### src/rtl/spi_host_arbiter.sv
// rtl/spi_host_arbiter.sv - round-robin arbiter sharing one SPI host among NumReq requesters
// Grant, drain on host_busy_i, then an optional chip-select gap before the next grant.
module spi_host_arbiter #(
  parameter int NumReq        = 4,
  parameter int GapCycles     = 2,
  parameter int TimeoutCycles = 65535
) (
  input  logic                      clk_i,
  input  logic                      rst_i,
  input  logic [NumReq-1:0]         req_i,
  input  logic [NumReq-1:0]         release_i,
  input  logic                      host_busy_i,
  output logic [NumReq-1:0]         grant_o,
  output logic [$clog2(NumReq)-1:0] grant_idx_o,
  output logic                      granted_o,
  output logic                      cs_gap_o,
  output logic                      timeout_o,
  output logic [$clog2(NumReq)-1:0] timeout_id_o
);

  localparam int IdxW = $clog2(NumReq);
  localparam logic [15:0] HoldLast = 16'(TimeoutCycles - 1);
  localparam logic [3:0]  GapLast  = 4'(GapCycles - 1);

  typedef enum logic [1:0] {IDLE, GRANT, DRAIN, GAP} state_e;

  state_e            state_q, state_d;
  logic [NumReq-1:0] grant_q, grant_d;
  logic              granted_q, granted_d;
  logic [IdxW-1:0]   last_owner_q, last_owner_d;
  logic [IdxW-1:0]   timeout_id_q, timeout_id_d;
  logic [15:0]       hold_q, hold_d;
  logic [3:0]        gap_q, gap_d;
  logic              cs_gap_q, cs_gap_d;
  logic              timeout_q, timeout_d;

  logic              pick_vld;
  logic [IdxW-1:0]   pick_idx;
  logic [IdxW-1:0]   cand;

  // Walk from farthest to nearest so the first hit after last_owner wins.
  always_comb begin
    pick_vld = 1'b0;
    pick_idx = last_owner_q;
    cand     = last_owner_q;
    for (int k = NumReq; k >= 1; k--) begin
      cand = IdxW'((int'(last_owner_q) + k) % NumReq);
      if (req_i[cand]) begin
        pick_vld = 1'b1;
        pick_idx = cand;
      end
    end
  end

  always_comb begin
    state_d      = state_q;
    grant_d      = grant_q;
    last_owner_d = last_owner_q;
    timeout_id_d = timeout_id_q;
    hold_d       = hold_q;
    gap_d        = gap_q;
    cs_gap_d     = 1'b0;
    timeout_d    = 1'b0;
    unique case (state_q)
      IDLE: begin
        if (pick_vld) begin
          state_d           = GRANT;
          grant_d           = '0;
          grant_d[pick_idx] = 1'b1;
          last_owner_d      = pick_idx;
          hold_d            = '0;
        end
      end
      GRANT: begin
        if (release_i[last_owner_q] || !req_i[last_owner_q]) begin
          state_d = DRAIN;
          grant_d = '0;
        end else if (hold_q == HoldLast) begin
          state_d      = DRAIN;
          grant_d      = '0;
          timeout_d    = 1'b1;
          timeout_id_d = last_owner_q;
        end else begin
          hold_d = hold_q + 16'd1;
        end
      end
      DRAIN: begin
        if (!host_busy_i) begin
          if (GapCycles == 0) begin
            state_d = IDLE;
          end else begin
            state_d  = GAP;
            cs_gap_d = 1'b1;
            gap_d    = '0;
          end
        end
      end
      GAP: begin
        if (gap_q == GapLast) begin
          state_d = IDLE;
        end else begin
          gap_d    = gap_q + 4'd1;
          cs_gap_d = 1'b1;
        end
      end
      default: state_d = IDLE;
    endcase
    granted_d = |grant_d;
  end

  always_ff @(posedge clk_i) begin
    if (rst_i) begin
      state_q      <= IDLE;
      grant_q      <= '0;
      granted_q    <= 1'b0;
      last_owner_q <= IdxW'(NumReq - 1);
      timeout_id_q <= '0;
      hold_q       <= '0;
      gap_q        <= '0;
      cs_gap_q     <= 1'b0;
      timeout_q    <= 1'b0;
    end else begin
      state_q      <= state_d;
      grant_q      <= grant_d;
      granted_q    <= granted_d;
      last_owner_q <= last_owner_d;
      timeout_id_q <= timeout_id_d;
      hold_q       <= hold_d;
      gap_q        <= gap_d;
      cs_gap_q     <= cs_gap_d;
      timeout_q    <= timeout_d;
    end
  end

  assign grant_o      = grant_q;
  assign granted_o    = granted_q;
  assign grant_idx_o  = last_owner_q;
  assign cs_gap_o     = cs_gap_q;
  assign timeout_o    = timeout_q;
  assign timeout_id_o = timeout_id_q;

endmodule

### config.mk
export PLATFORM = sky130hd
export DESIGN_NAME = spi_host_arbiter
export DESIGN_NICKNAME = d
export VERILOG_FILES = /design/src/rtl/spi_host_arbiter.sv
export SDC_FILE = /design/constraint.sdc
export NUM_CORES = 1
export LEC_CHECK = 0
export BUFFER_PORTS_ARGS = -buffer_cell sky130_fd_sc_hd__buf_2
export CORE_UTILIZATION = 51
export CTS_BUF_LIST = sky130_fd_sc_hd__clkbuf_16
export DETAILED_ROUTE_END_ITERATION = 10
export MAX_ROUTING_LAYER = met4
export PLACE_DENSITY = 0.74
export SLEW_MARGIN = 10
export SYNTH_ARGS = -nofsm -noshare
export SYNTH_HDL_FRONTEND = slang
export SYNTH_SLANG_ARGS = --single-unit
### constraint.sdc
create_clock -name clk_i -period 2.1 [get_ports clk_i]
set_input_delay 0.21 -clock clk_i [delete_from_list [all_inputs] [get_ports clk_i]]
set_output_delay 0.21 -clock clk_i [all_outputs]
set_load 0.03 [all_outputs]
=== Yosys cells after proc, flatten, opt, wreduce, memory -nomap -nowiden ===
Cells that the tools add are included.

* Multiply operators: 0
* Multiplexer cells: 43
* Div/mod/pow operators: 0
* Reductions and logical operators: 13
* Magnitude comparators: 7
* Shift-type cells: 0
* Bitwise logic cells: 2
* $add $sub $neg: 6
* Equality and inequality tests: 12

{| class="wikitable"
|+ Operator list
! operator !! count
|-
| 16-bit two-way mux || 3
|-
| 16-bit one-hot mux with 2 select lines || 1
|-
| 4-bit two-way mux || 5
|-
| 2-bit by 3-bit less-than comparator with 1-bit output, second input constant || 6
|-
| 2-bit two-way mux || 9
|-
| 16-bit by 1-bit adder with 16-bit output, second input constant || 1
|-
| 16-bit equality test, second input constant || 1
|-
| 4-bit one-hot mux with 2 select lines || 2
|-
| 1-bit two-way mux || 14
|-
| 1-bit binary-select mux with 2-bit select || 6
|-
| 2-bit != test, second input constant || 6
|-
| 2-bit one-hot mux with 4 select lines || 1
|-
| 4-bit AND reduction || 2
|-
| 3-bit AND reduction || 2
|-
| 2-bit by 1-bit adder with 2-bit output, second input constant || 2
|-
| 2-bit adder, second input constant || 2
|-
| 4-bit by 1-bit adder with 4-bit output, second input constant || 1
|-
| 2-bit equality test, second input constant || 2
|-
| 4-bit by 1-bit equality test with 1-bit output, second input constant || 1
|-
| 2-bit nonzero test || 2
|-
| 4-bit OR reduction || 1
|-
| 3-bit != test, second input constant || 1
|-
| 3-bit OR reduction || 1
|-
| 1-bit demux with 2-bit select || 1
|-
| 9 further kinds || 10
|}

* Bits of input ports: 11
* Output and inout bits: 11
* Memories kept: 0
* Bits in read-only memories: 0
* Logic and storage cells: 92
* Bits in writable memories: 0
* Bits in latches: 0
* Flip-flop bits (word level): 33

=== Depth between registers and ports, before layout ===
Gate-level depths: netlist (run 1).

* Word-level depth: 14
* Mapped depth: 8
* Depth with buffers taken out: 8

=== Worst setup path before layout (run 1) ===
Ideal clock, no wire load.

* Kind: register to register
* Start point: reg last_owner_q[1] (netlist: grant_idx_o[1])
* End point: reg hold_q[12]
* Cell stages (with the launch flop): 8
* Slack: -0.057 ns
* Data required time: 1.959 ns
* Arrival time: 2.017 ns
* Clock period less this slack: 2.157 ns
* Library setup time: 0.141 ns
* Path buffers: 1
* Path through: dfxtp_1 > buf_2 > mux2_1 > a21boi_2 > a21oi_4 > nor3b_4 > a31o_1 > a21oi_1

* Word-level cells in the longest chain between the ends: 9
* Elaborated cells on any way between the ends: 25
* Those cells by class: 4 x add/sub; 2 x eq/ne; 16 x mux; 3 x reduce/logical

{| class="wikitable"
|+ RTL lines
! what !! RTL line !! source
|-
| from (decl) || 30 || <nowiki>logic [IdxW-1:0] last_owner_q, last_owner_d;</nowiki>
|-
| from (signal assigned) || 116 || <nowiki>last_owner_q <= IdxW'(NumReq - 1);</nowiki>
|-
| from (signal assigned) || 126 || <nowiki>last_owner_q <= last_owner_d;</nowiki>
|-
| 2-bit by 1-bit adder with 2-bit output || 47 || <nowiki>cand = IdxW'((int'(last_owner_q) + k) % NumReq);</nowiki>
|-
| 1-bit binary-select mux with 2-bit select || 48 || <nowiki>if (req_i[cand]) begin</nowiki>
|-
| 1-bit two-way mux (not written as such) || 48 ||
|-
| 1-bit two-way mux (4 in series) || 48 ||
|-
| 2-bit != test (no line) || -- ||
|-
| 4-bit AND reduction (no line) * || -- ||
|-
| to (signal assigned) || 128 || <nowiki>hold_q <= hold_d;</nowiki>
|-
| to (decl) || 32 || <nowiki>logic [15:0] hold_q, hold_d;</nowiki>
|}

Every way passes the cells marked *; elsewhere a longest branch is shown, timed or not. The select of a mux whose other input is x is not followed.
A chain may end at the register's enable or synchronous reset.

=== Final worst setup path (run 1) ===
* Start point: reg last_owner_q[0] (netlist: grant_idx_o[0])
* End point: reg hold_q[12]

The elaborated chain is that of the path after synthesis.

==> results.md, run 1 <==
* Number of global-route vias before repair at about 1,400
* Fill cells at 316
* Post-synthesis cell area at 1768 um^2
* Mux share of post-synthesis cell area at 0.02335
* CTS H-Tree Depth at 2
* Synthesis-to-finish area growth at 20.24%
* First-pass GRT wire length at 5664 um
* Setup TNS Final at 0 ps
* DRT Pass-1 Iters at 4
* Final Max Tran Viols at 0
* Layout cell share with drive strength beyond 1 at 0.1917
* Largest net degree at the start of global routing at 19
* Adder-Cell Fraction of Synth Area at 0.05662
* Final RePlAce weighted congestion at 0.7770
* Synthesized flop and latch total at 33
* Sequential element share of the synthesized area at 0.3737
* Syn_area_per_cell at 8.541 um^2
* RSZ-0062 raised after global routing: false
* Status: finished, final reports clean
* Multi-input logic area at ~1000 um^2
* Slowest-stage cell, CP: or3b_4
* Slew headroom at 0.6126
* Crit. End Element: flip-flop
* Clock slew seen by the registers of the worst setup and hold paths at roughly 50 ps
* Data arrival time of the critical path at 2090 ps
* Post-DR vias/cell at 5.255
* Max-cap viol count at 0
* Async SR Flop Fraction at 0
* Slew at the pin with the worst max-slew slack at 575.9 ps
* Core area at 3337 um^2
* Sequential Area at 661.9 um^2
* Wirelength, routed at approximately 3400 um
* Mapped Nets at 226
* Inserted Diodes at 0
* WL/cell at 11.86 um
* XOR/XNOR Fraction of Synth Area at 0.05449
* Nets at 259
* Most common cell after layout, fill and taps aside: dfxtp_1
* CP Class: reg2reg
* Largest family of logic cells by synthesized area: simple AND/OR/NAND/NOR gates
* Initial antenna violation count at 0
* Most frequent cells in the layout: 32 x dfxtp_1, 24 x nor2_1, 21 x buf_2
* Worst hold path class: in2reg
* PwrDens at 1201 nW/um^2
* Chip width at 60.88 um
* Leakage at 0.8301 nW
* Clock Skew at 3.106 ps
* Period utilization at 0.9225
* CTS tree: done
* WP data required at 2250 ps
* Gr usage total at 0.2146
* Synth cell types at between 40 and 50
* CTS sink count at 33
* CTS Buffer Depth at 2
* EDFF count, synth at 0
* Effective utilization at floorplan at 0.5298
* DP HPWL at between 2000 and 2500 um
* Final worst setup slack at between 150 and 200 ps
* WHS at roughly 260 ps
* Setup crit start kind: flip-flop
* Synth warnings at 0
* 1st-iter DRT viols at 85
* Post-Synthesis Cells at 207
* Full die area at 3706 um^2
* Post-Synth Simple-Gate Area at 0.2739
* Dpl ws at ~130 ps
* Drc violations at 0
* Vias post-DR at 1,503
* Worst VDD drop at around 0.00055 V
* Fmax at 0.5162 GHz
* Largest cells by area after synthesis: dfxtp_1 37%, ha_1 5.7%, nor2_1 5.1%
* Area share of the largest cell type after synthesis at 0.3737
* CTS root buffer: clkbuf_16
* CP cell instances: or3b_4 -> a32oi_4 -> a21oi_4 -> nor3b_4 -> buf_4 -> a31o_1 -> a21oi_1
* CTS Buf Count at 5
* Compound-cell area share of the yosys netlist at 0.1748
* DIE HEIGHT at 60.88 um
* Final ANT Viol Nets at 0
* Latest clock arrival within the worst-skew pair at about 270 ps
* Main synth FF type: dfxtp_1
* Hold Fails Final Rpt at 0
* Remaining global-route overflow at 0
* # setup viols final at 0
* Boundary Pins at 22
* Worst-path maximum fanout at 10
* CP max stage delay at around 420 ps
* Synth area leader: dfxtp_1
* Tmin final at slightly below 2000 ps
* PortBufs at 21
* Row count at 21
-- repair_timing --
| action | CTS | global route |
|---|---|---|
| hold endpoints to repair | 0 | 0 |
| setup endpoints to repair | 0 | 3 |
| setup buffers | 0 | 3 |
| hold buffers | 0 | 0 |
| resized for setup | 0 | 2 |
-- worst max-delay path, delay by kind of cell, from the launching register on --
| family | cells | cell delay [ps] |
|---|---|---|
| AND/OR/NAND/NOR | 2 | 680 |
| AO/OA/AOI/OAI | 4 | 640 |
| flip-flops | 1 | 350 |
| buffers and inverters | 1 | 160 |
-- final cells by class --
| class | instances | area share |
|---|---|---|
| Sequential cell | 33 | 0.3114 |
| Clock buffer | 5 | 0.05886 |
| Clock inverter | 2 | 0.003531 |
| Timing Repair Buffer | 32 | 0.08829 |
| Multi-Input combinational cell | 156 | 0.4897 |
| Inverter | 12 | 0.02119 |
| Tap cell | 46 | 0.02707 |
-- path summary, 6_finish.rpt --
| kind | from | to | slack (ps) | depth (start not counted) |
|---|---|---|---|---|
| max | grant_idx_o[0]$_SDFFE_PP1P_ | hold_q[12]$_SDFFE_PP0P_ | 160 | 7 |
| min | host_busy_i | cs_gap_o$_SDFF_PP0_ | 260 | 3 |
| max reg2reg | grant_idx_o[0]$_SDFFE_PP1P_ | hold_q[12]$_SDFFE_PP0P_ | 160 | 7 |
| min reg2reg | grant_o[2]$_SDFF_PP0_ | grant_o[2]$_SDFF_PP0_ | 480 | 2 |
-- per-layer routing --
metal / share of wire / GRT usage
met1: 0.48 / 0.2454
met2: 0.49 / 0.3595
met5: 0 / -
met4: 0 / 0.05844
met3: 0.034 / 0.07036
-- report_power, final --
part / switching (W) / leakage, nW / internal [W] / total (W)
sequential: 0.0000712 / 0.268 / 0.000722 / 0.000793
clock: 0.000229 / 0.0685 / 0.000422 / 0.000651
combinational: 0.000696 / 0.494 / 0.000414 / 0.00111
total: 0.000996 / 0.830 / 0.00156 / 0.00255
-- stage by stage --
step | total power (W) | std cells | utilization | instance area, um^2
after global placement | 0.001865 | 276 | 0.5876 | 1961
after CTS | 0.002548 | 283 | 0.6273 | 2093
after detailed placement | 0.001881 | 276 | 0.5876 | 1961
final | 0.002553 | 286 | 0.6370 | 2126
after global routing | 0.002737 | 286 | 0.6370 | 2126
after floorplan | 0.001623 | 207 | - | 1769
-- synthesized netlist by cell type, types with 4 or more instances --
library cell	instances
nand3_1	8
nand2_1	17
dfxtp_1	33
ha_1	8
o21ai_0	6
inv_1	12
clkbuf_1	4
a21oi_1	14
nor2_1	24
xnor2_1	9
nor3_1	7
nand2b_1	8
nand4_1	4
-- kinds of logic after synthesis --
| kind of cell | count (synthesis) |
|---|---|
| and+or+nand+nor | 90 |
| AOI/OAI and AO/OA | 43 |
| muxes | 4 |
| buffers and inverters | 18 |
| DFF | 33 |
| adders and majority gates | 8 |
| xor gates and xnor gates | 11 |
-- sequential cells by signal, indices dropped and copies added (netlist names) --
signal / cells
grant_o: 4
cs_gap_o: 1
timeout_o: 1
timeout_id_o: 2
grant_idx_o: 2
gap_q: 4
state_q: 2
granted_o: 1
hold_q: 16
Note: power is estimated with default switching activity, not from simulation.
==> inputs of run 2 (changes only) <==
Settings changed: CORE_ASPECT_RATIO set to 1.75.
Clock period 2.1 ns to 1.7 ns, I/O delays scaled along.
==> run 2 against run 1 <==
Effect of this change:
- the flow now finishes with violations (setup timing)
- clock skew shrank 0.96 ps
- critical path type unchanged
- final area up 29%
- worst hold slack better by 2.1 ps
- utilization rose by 19 points
- power rose by 69%
- highest routed layer is now met4
- largest power group unchanged
- setup slack lost 370 ps
- largest cell class unchanged
- sequential share of layout area is 6.6 points lower
- critical path depth unchanged
- die area up 0.25%
- combinational power rose by 120%
- via count rose by 24%
==> results.md, run 2 (synthesized netlist as in run 1, its figures left out) <==
* Period utilization at 1.123 (was 0.9225)
* Status: complete, but fails checks (was finished, final reports clean)
* Worst-path maximum fanout at 4 (was 10)
* WP data required at 1860 ps (was 2250 ps)
* P_int at 0.002528 W (was 0.001557 W)
* 1st-iter DRT viols at 53 (was 85)
* Latest clock arrival within the worst-skew pair at 270 ps (about the same)
* Number of global-route vias before repair at 1,809 (was 1,373)
* Psw at 0.001791 W (was 0.0009960 W)
* Clock slew seen by the registers of the worst setup and hold paths at 50 ps (about the same)
* Nets at 298 (was 259)
* Leakage at 1.114 nW (was 0.8301 nW)
* Core Util, Final at 0.8256 (was 0.6370)
* Worst hold path class: in2reg (unchanged)
* Synthesis-to-finish area growth at 55.41% (was 20.24%)
* Drc violations at 0 (unchanged)
* Chip width at 46.51 um (was 60.88 um)
* Slew at the pin with the worst max-slew slack at 337.7 ps (was 575.9 ps)
* DRT Pass-1 Iters at 5 (was 4)
* Most common cell after layout, fill and taps aside: buf_4 (was dfxtp_1)
* Clock Skew at 2.147 ps (was 3.106 ps)
* Largest net degree at the start of global routing at 16 (was 19)
* CP Class: reg2reg (unchanged)
* Slew headroom at 0.7749 (was 0.6126)
* Max-cap viol count at 0 (unchanged)
* CP max stage delay at 390 ps (was 420 ps)
* Post-DR vias/cell at 5.714 (was 5.255)
* Remaining global-route overflow at 0 (unchanged)
* Effective utilization at floorplan at 0.5312 (was 0.5298)
* Placed inst area at 2243 um^2 (was 1961 um^2)
* Inserted Diodes at 0 (unchanged)
* Setup crit start kind: flip-flop (unchanged)
* Final RePlAce weighted congestion at 0.8469 (was 0.7770)
* Row count at 28 (was 21)
* Data arrival time of the critical path at 2070 ps (was 2090 ps)
* Net Sw Frac at 0.4147 (was 0.3901)
* PwrDens at 1572 nW/um^2 (was 1201 nW/um^2)
* Logic pwr share at 0.570 (was 0.435)
* WL/cell at 17.06 um (was 11.86 um)
* Full die area at 3715 um^2 (was 3706 um^2)
* Final worst setup slack at -208.6 ps (was 162.8 ps)
* Pwr Total at 0.004319 W (was 0.002553 W)
* DIE HEIGHT at 79.89 um (was 60.88 um)
* # setup viols final at 15 (was 0)
* Slowest-stage cell, CP: or3b_4 (unchanged)
* Gr usage total at 0.2773 (was 0.2146)
* Initial antenna violation count at 0 (unchanged)
* Failing checks: setup timing
* RSZ-0062 raised after global routing: true (was false)
* Inst Count DP at 310 (was 276)
* CTS H-Tree Depth at 2 (unchanged)
* CTS tree: done (unchanged)
* Tmin final at 1909 ps (was 1937 ps)
* Clk pwr share at 0.195 (was 0.255)
* Most frequent cells in the layout: 42 x buf_4, 28 x dfxtp_1, 21 x nor2_1, 21 x buf_2, 12 x nand2_1 (was 32 x dfxtp_1, 24 x nor2_1, 21 x buf_2)
* CTS Buffer Depth at 2 (unchanged)
* CTS sink count at 33 (unchanged)
* Final Max Tran Viols at 0 (unchanged)
* Vias post-DR at 1,857 (was 1,503)
* Boundary Pins at 22 (unchanged)
* Wirelength, routed at 5543 um (was 3393 um)
* CTS Buf Count at 5 (unchanged)
* Crit. End Element: flip-flop (unchanged)
* Finished Layout Cells at 325 (was 286)
* CP cell instances: or3b_4 -> a32oi_4 -> buf_6 -> nand2_4 -> o2111ai_4 -> nor3_1 -> a211oi_1 (was or3b_4 -> a32oi_4 -> a21oi_4 -> nor3b_4 -> buf_4 -> a31o_1 -> a21oi_1)
* Number of flip-flops in the largest register at 16 (unchanged)
* DP HPWL at 3138 um (was 2451 um)
* Most flop-heavy register: hold_q (unchanged)
* Hold Fails Final Rpt at 0 (unchanged)
* Layout cell share with drive strength beyond 1 at 0.4571 (was 0.1917)
* Flop pwr share at 0.235 (was 0.311)
* Final ANT Viol Nets at 0 (unchanged)
* PortBufs at 21 (unchanged)
* Core area at 3328 um^2 (was 3337 um^2)
* CTS root buffer: clkbuf_16 (unchanged)
* Worst VDD drop at 0.001231 V (was 0.0005467 V)
* First-pass GRT wire length at 7279 um (was 5664 um)
* Fill cells at 177 (was 316)
* Fin area at 2748 um^2 (was 2126 um^2)
* Fmax at 0.5239 GHz (was 0.5162 GHz)
-- run 2: cell types whose count changed in the layout (fill, tap and decap cells not counted), moves of 5 or more --
cell / before / now
buf_4: 11 / 42
buf_6: 0 / 8
ha_1: 8 / 3
nand2_1: 17 / 12
nor3_1: 7 / 2
-- run 2: routing by layer --
metal	wire length, um	up-vias	global-route usage	share of wire
met1	2036	905	0.2243	0.37
met2	3107	51	0.5167	0.56
met5	0	-	-	0
met3	178	22	0.06561	0.032
li1	-	879	-	-
met4	221	0	0.1559	0.040
-- run 2: area by class of cell --
type,count,area (um^2),area share
clock inverters,3,12.51,0.004554
multi-input cells,156,1324,0.4818
clock buffers,5,125.1,0.04554
flip-flops and latches,33,674.4,0.2454
repair buffers,71,510.5,0.1858
inverters,12,45.04,0.01639
well taps,45,56.30,0.02049
-- run 2: worst paths after layout --
| path | end | depth (start not counted) | slack [ps] | from |
|---|---|---|---|---|
| hold / removal | timeout_id_o[1]$_SDFFE_PP0P_ | 2 | 260 | rst_i |
| setup reg to reg | state_q[0]$_SDFFE_PP0P_ | 7 | -210 | grant_idx_o[0]$_SDFFE_PP1P_ |
| hold reg to reg | grant_o[1]$_SDFF_PP0_ | 2 | 490 | grant_o[1]$_SDFF_PP0_ |
| setup / recovery | state_q[0]$_SDFFE_PP0P_ | 7 | -210 | grant_idx_o[0]$_SDFFE_PP1P_ |
-- run 2: what timing repair did --
action,4_1_cts,5_1_grt
endpoints found under the setup margin,23,28
pin swaps,20,25
gates resized for setup,31,36
hold buffers,0,0
buffers inserted,1,6
-- run 2: worst max-delay path: cells and delay by family, from the launching register on --
| kind | cells | cell delay [ps] |
|---|---|---|
| simple gates | 3 | 550 |
| buf+inv | 1 | 160 |
| flops | 1 | 350 |
| compound gates | 3 | 750 |
-- run 2: power groups by stage --
stage                     Clock [W]  Sequential, W  Combinational (W)
final                      0.000842        0.00101            0.00246
after global placement            0       0.000987            0.00167
after global routing       0.000882        0.00102            0.00262
after CTS                  0.000853       0.000976            0.00201
after detailed placement          0       0.000989            0.00171
after floorplan                   0        0.00112           0.000939
-- run 2: per-stage QoR --
| step | setup WS [ps] | setup TNS [ps] | hold WS (ps) |
|---|---|---|---|
| 6_report | -208.6 | -1085 | 262.1 |
| 5_1_grt | -279.6 | -2332 | 269.9 |
| 4_1_cts | -133.9 | -1815 | 192.8 |
| 3_5_place_dp | -120.9 | -1254 | 468.5 |
| 3_3_place_gp | -93.34 | -687.3 | 466.8 |
| 2_1_floorplan | -245.1 | -2404 | 239.1 |
==> inputs of run 3 (changes only) <==
Settings changed: BUFFER_PORTS_ARGS -buffer_cell sky130_fd_sc_hd__buf_2 to not set, DONT_BUFFER_PORTS set to 1, PLACE_DENSITY 0.74 to 0.69.
==> run 3 against run 2 <==
Effect of this change:
- the flow finishes with violations (hold timing, setup timing)
- final area down 10%
- clock power rose by 0.6%
- critical path type unchanged
- largest power group unchanged
- sequential cell count unchanged
- register-to-register slack improved by 40 ps
- setup slack better by 38 ps
- via count shrank 9.4%
- highest routed layer unchanged
- wire length shrank 12%
- sequential power grew 6%
==> results.md, run 3 (synthesized netlist as in run 1, its figures left out) <==
* Status: complete, but fails checks (unchanged)
* Failing checks: hold timing, setup timing (was setup timing)
* Period utilization at 1.100 (was 1.123)
* Pwr Total at 0.003955 W (was 0.004319 W)
* Slew headroom at 0.6278 (was 0.7749)
* CTS root buffer: clkbuf_16 (unchanged)
* WHS at -7.908 ps (was 262.1 ps)
* Post-DR vias/cell at 5.629 (was 5.714)
* Tmin final at 1870 ps (was 1909 ps)
* Number of flip-flops in the largest register at 16 (unchanged)
* Most flop-heavy register: hold_q (unchanged)
* CTS Buffer Depth at 2 (unchanged)
* RSZ-0062 raised after global routing: true (unchanged)
* First-pass GRT wire length at 7100 um (was 7279 um)
* Nets at 272 (was 298)
* Hold worst-path end: grant_idx_o[1]$_SDFFE_PP1P_ (was timeout_id_o[1]$_SDFFE_PP0P_)
* Largest net degree at the start of global routing at 19 (was 16)
* Number of global-route vias before repair at 1,762 (was 1,809)
* Data arrival time of the critical path at 2070 ps (about the same)
* WP data required at 1900 ps (was 1860 ps)
* DRT Pass-1 Iters at 4 (was 5)
* DP HPWL at 3143 um (was 3138 um)
* DIE HEIGHT at 79.89 um (unchanged)
* Inserted Diodes at 0 (unchanged)
* Fill cells at 249 (was 177)
* Fmax at 0.5347 GHz (was 0.5239 GHz)
* PwrDens at 1600 nW/um^2 (was 1572 nW/um^2)
* Clock slew seen by the registers of the worst setup and hold paths at 50 ps (about the same)
* WL/cell at 16.25 um (was 17.06 um)
* CTS H-Tree Depth at 2 (unchanged)
* Wirelength, routed at 4858 um (was 5543 um)
* Layout cell share with drive strength beyond 1 at 0.3307 (was 0.4571)
* Gr usage total at 0.2763 (was 0.2773)
* Slew at the pin with the worst max-slew slack at 556.5 ps (was 337.7 ps)
* Worst VDD drop at 0.001057 V (was 0.001231 V)
* Effective utilization at floorplan at 0.5312 (unchanged)
* 1st-iter DRT viols at 27 (was 53)
* Finished Layout Cells at 299 (was 325)
* CTS Buf Count at 5 (unchanged)
* Worst R2R Path Depth at 6 (was 7)
* Setup TNS Final at -1850 ps (was -1085 ps)
* Inst Count DP at 286 (was 310)
* Final Max Tran Viols at 0 (unchanged)
* Hold Fails Final Rpt at 1 (was 0)
* CTS sink count at 33 (unchanged)
* # setup viols final at 21 (was 15)
* Most common cell after layout, fill and taps aside: buf_4 (unchanged)
* Met1 usage at 0.2167 (was 0.2243)
* PortBufs at 0 (was 21)
* Max-cap viol count at 0 (unchanged)
* Initial antenna violation count at 0 (unchanged)
* CP Class: reg2reg (unchanged)
* Global route hottest layer: met2 (unchanged)
* FF-to-FF End: hold_q[13]$_SDFFE_PP0P_ (was state_q[0]$_SDFFE_PP0P_)
* Crit. End Element: flip-flop (unchanged)
* Chip width at 46.51 um (unchanged)
* Full die area at 3715 um^2 (unchanged)
* Drc violations at 0 (unchanged)
* Core Util, Final at 0.7429 (was 0.8256)
* CTS tree: done (unchanged)
* Boundary Pins at 22 (unchanged)
* Setup crit start kind: flip-flop (unchanged)
* Final worst setup slack at -170.3 ps (was -208.6 ps)
* Worst-path maximum fanout at 4 (unchanged)
* R2R setup slack at -170 ps (was -210 ps)
* Hold path start: rst_i (unchanged)
* Final ANT Viol Nets at 0 (unchanged)
* Vias post-DR at 1,683 (was 1,857)
* Row count at 28 (unchanged)
* Most frequent cells in the layout: 38 x buf_4, 30 x dfxtp_1, 22 x nor2_1 (was 42 x buf_4, 28 x dfxtp_1, 21 x nor2_1, 21 x buf_2, 12 x nand2_1)
* Leakage at 0.9731 nW (was 1.114 nW)
* GRT met3 Usage at 0.05656 (was 0.06561)
* Crit path max-delay family: simple AND/OR/NAND/NOR gates (was compound AO/OA/AOI/OAI gates)
* Worst hold path class: in2reg (unchanged)
* Worst R2R Start: grant_idx_o[0]$_SDFFE_PP1P_ (unchanged)
* Cell count of the worst hold path at 2 (unchanged)
* Buffers and inverters on the worst path at 1 (unchanged)
* Clock Skew at 7.151 ps (was 2.147 ps)
* CP cell instances: or3b_4 -> a32oi_4 -> buf_4 -> a31oi_1 -> or3_1 -> a21oi_1 (was or3b_4 -> a32oi_4 -> buf_6 -> nand2_4 -> o2111ai_4 -> nor3_1 -> a211oi_1)
* Final RePlAce weighted congestion at 0.8374 (was 0.8469)
* Remaining global-route overflow at 0 (unchanged)
* Latest clock arrival within the worst-skew pair at 280 ps (was 270 ps)
* Core area at 3328 um^2 (unchanged)
* Synthesis-to-finish area growth at 39.84% (was 55.41%)
* CP max stage delay at 380 ps (was 390 ps)
* Met2 GRT Util at 0.5111 (was 0.5167)
* Slowest-stage cell, CP: or3b_4 (unchanged)
[run 3: cell types whose count changed in the layout (fill, tap and decap cells not counted), sizes merged]
cell | previous run | this run
clkinv | 3 | 2
dlygate4sd3 | 0 | 1
buf | 71 | 44
inv | 12 | 13
[run 3: worst max-delay path by stage]
stage	from	to	depth (start not counted)
floorplan	grant_idx_o[0]$_SDFFE_PP1P_	hold_q[12]$_SDFFE_PP0P_	7
global placement	grant_idx_o[0]$_SDFFE_PP1P_	hold_q[4]$_SDFFE_PP0P_	7
detailed placement	state_q[0]$_SDFFE_PP0P_	hold_q[12]$_SDFFE_PP0P_	9
CTS	grant_idx_o[0]$_SDFFE_PP1P_	state_q[0]$_SDFFE_PP0P_	6
global route	grant_idx_o[0]$_SDFFE_PP1P_	hold_q[2]$_SDFFE_PP0P_	7
finish	grant_idx_o[0]$_SDFFE_PP1P_	hold_q[13]$_SDFFE_PP0P_	6
[run 3: through the flow]
| step | area, um^2 | hold slack, ps | worst slack [ps] |
|---|---|---|---|
| 2_1_floorplan | 1797 | 239.1 | -245.1 |
| 3_5_place_dp | 2116 | 244.2 | -186.4 |
| 5_1_grt | 2472 | 8.515 | -220.7 |
| 6_report | 2472 | -7.908 | -170.3 |
| 3_3_place_gp | 2116 | 241.5 | -72.95 |
| 4_1_cts | 2371 | -44.71 | -146.2 |
[run 3: what timing repair did]
action	CTS	global route
pin swaps	12	12
buffers inserted	2	2
setup endpoints to repair	23	28
hold endpoints to repair	14	13
resized for setup	21	16
[run 3: layout make-up]
cell class / count / area (um^2) / share of cell area
Clock buffer: 5 / 125.1 / 0.05061
Clock inverter: 3 / 13.76 / 0.005567
Inverter: 12 / 45.04 / 0.01822
Multi-Input combinational cell: 156 / 1191 / 0.4818
Sequential cell: 33 / 669.4 / 0.2707
Tap cell: 45 / 56.30 / 0.02277
Timing Repair Buffer: 45 / 371.6 / 0.1503
[run 3: per-layer routing]
metal,vias to the layer above,wire length [um]
li1,825,-
met1,802,1656
met2,37,2823
met3,19,140
met4,0,238
met5,-,0
[run 3: where the power goes]
| group | switching [W] | internal [W] |
|---|---|---|
| clock network | 0.000317 | 0.000530 |
| registers | 0.000165 | 0.000904 |
| logic | 0.00108 | 0.000963 |
| total | 0.00156 | 0.00240 |
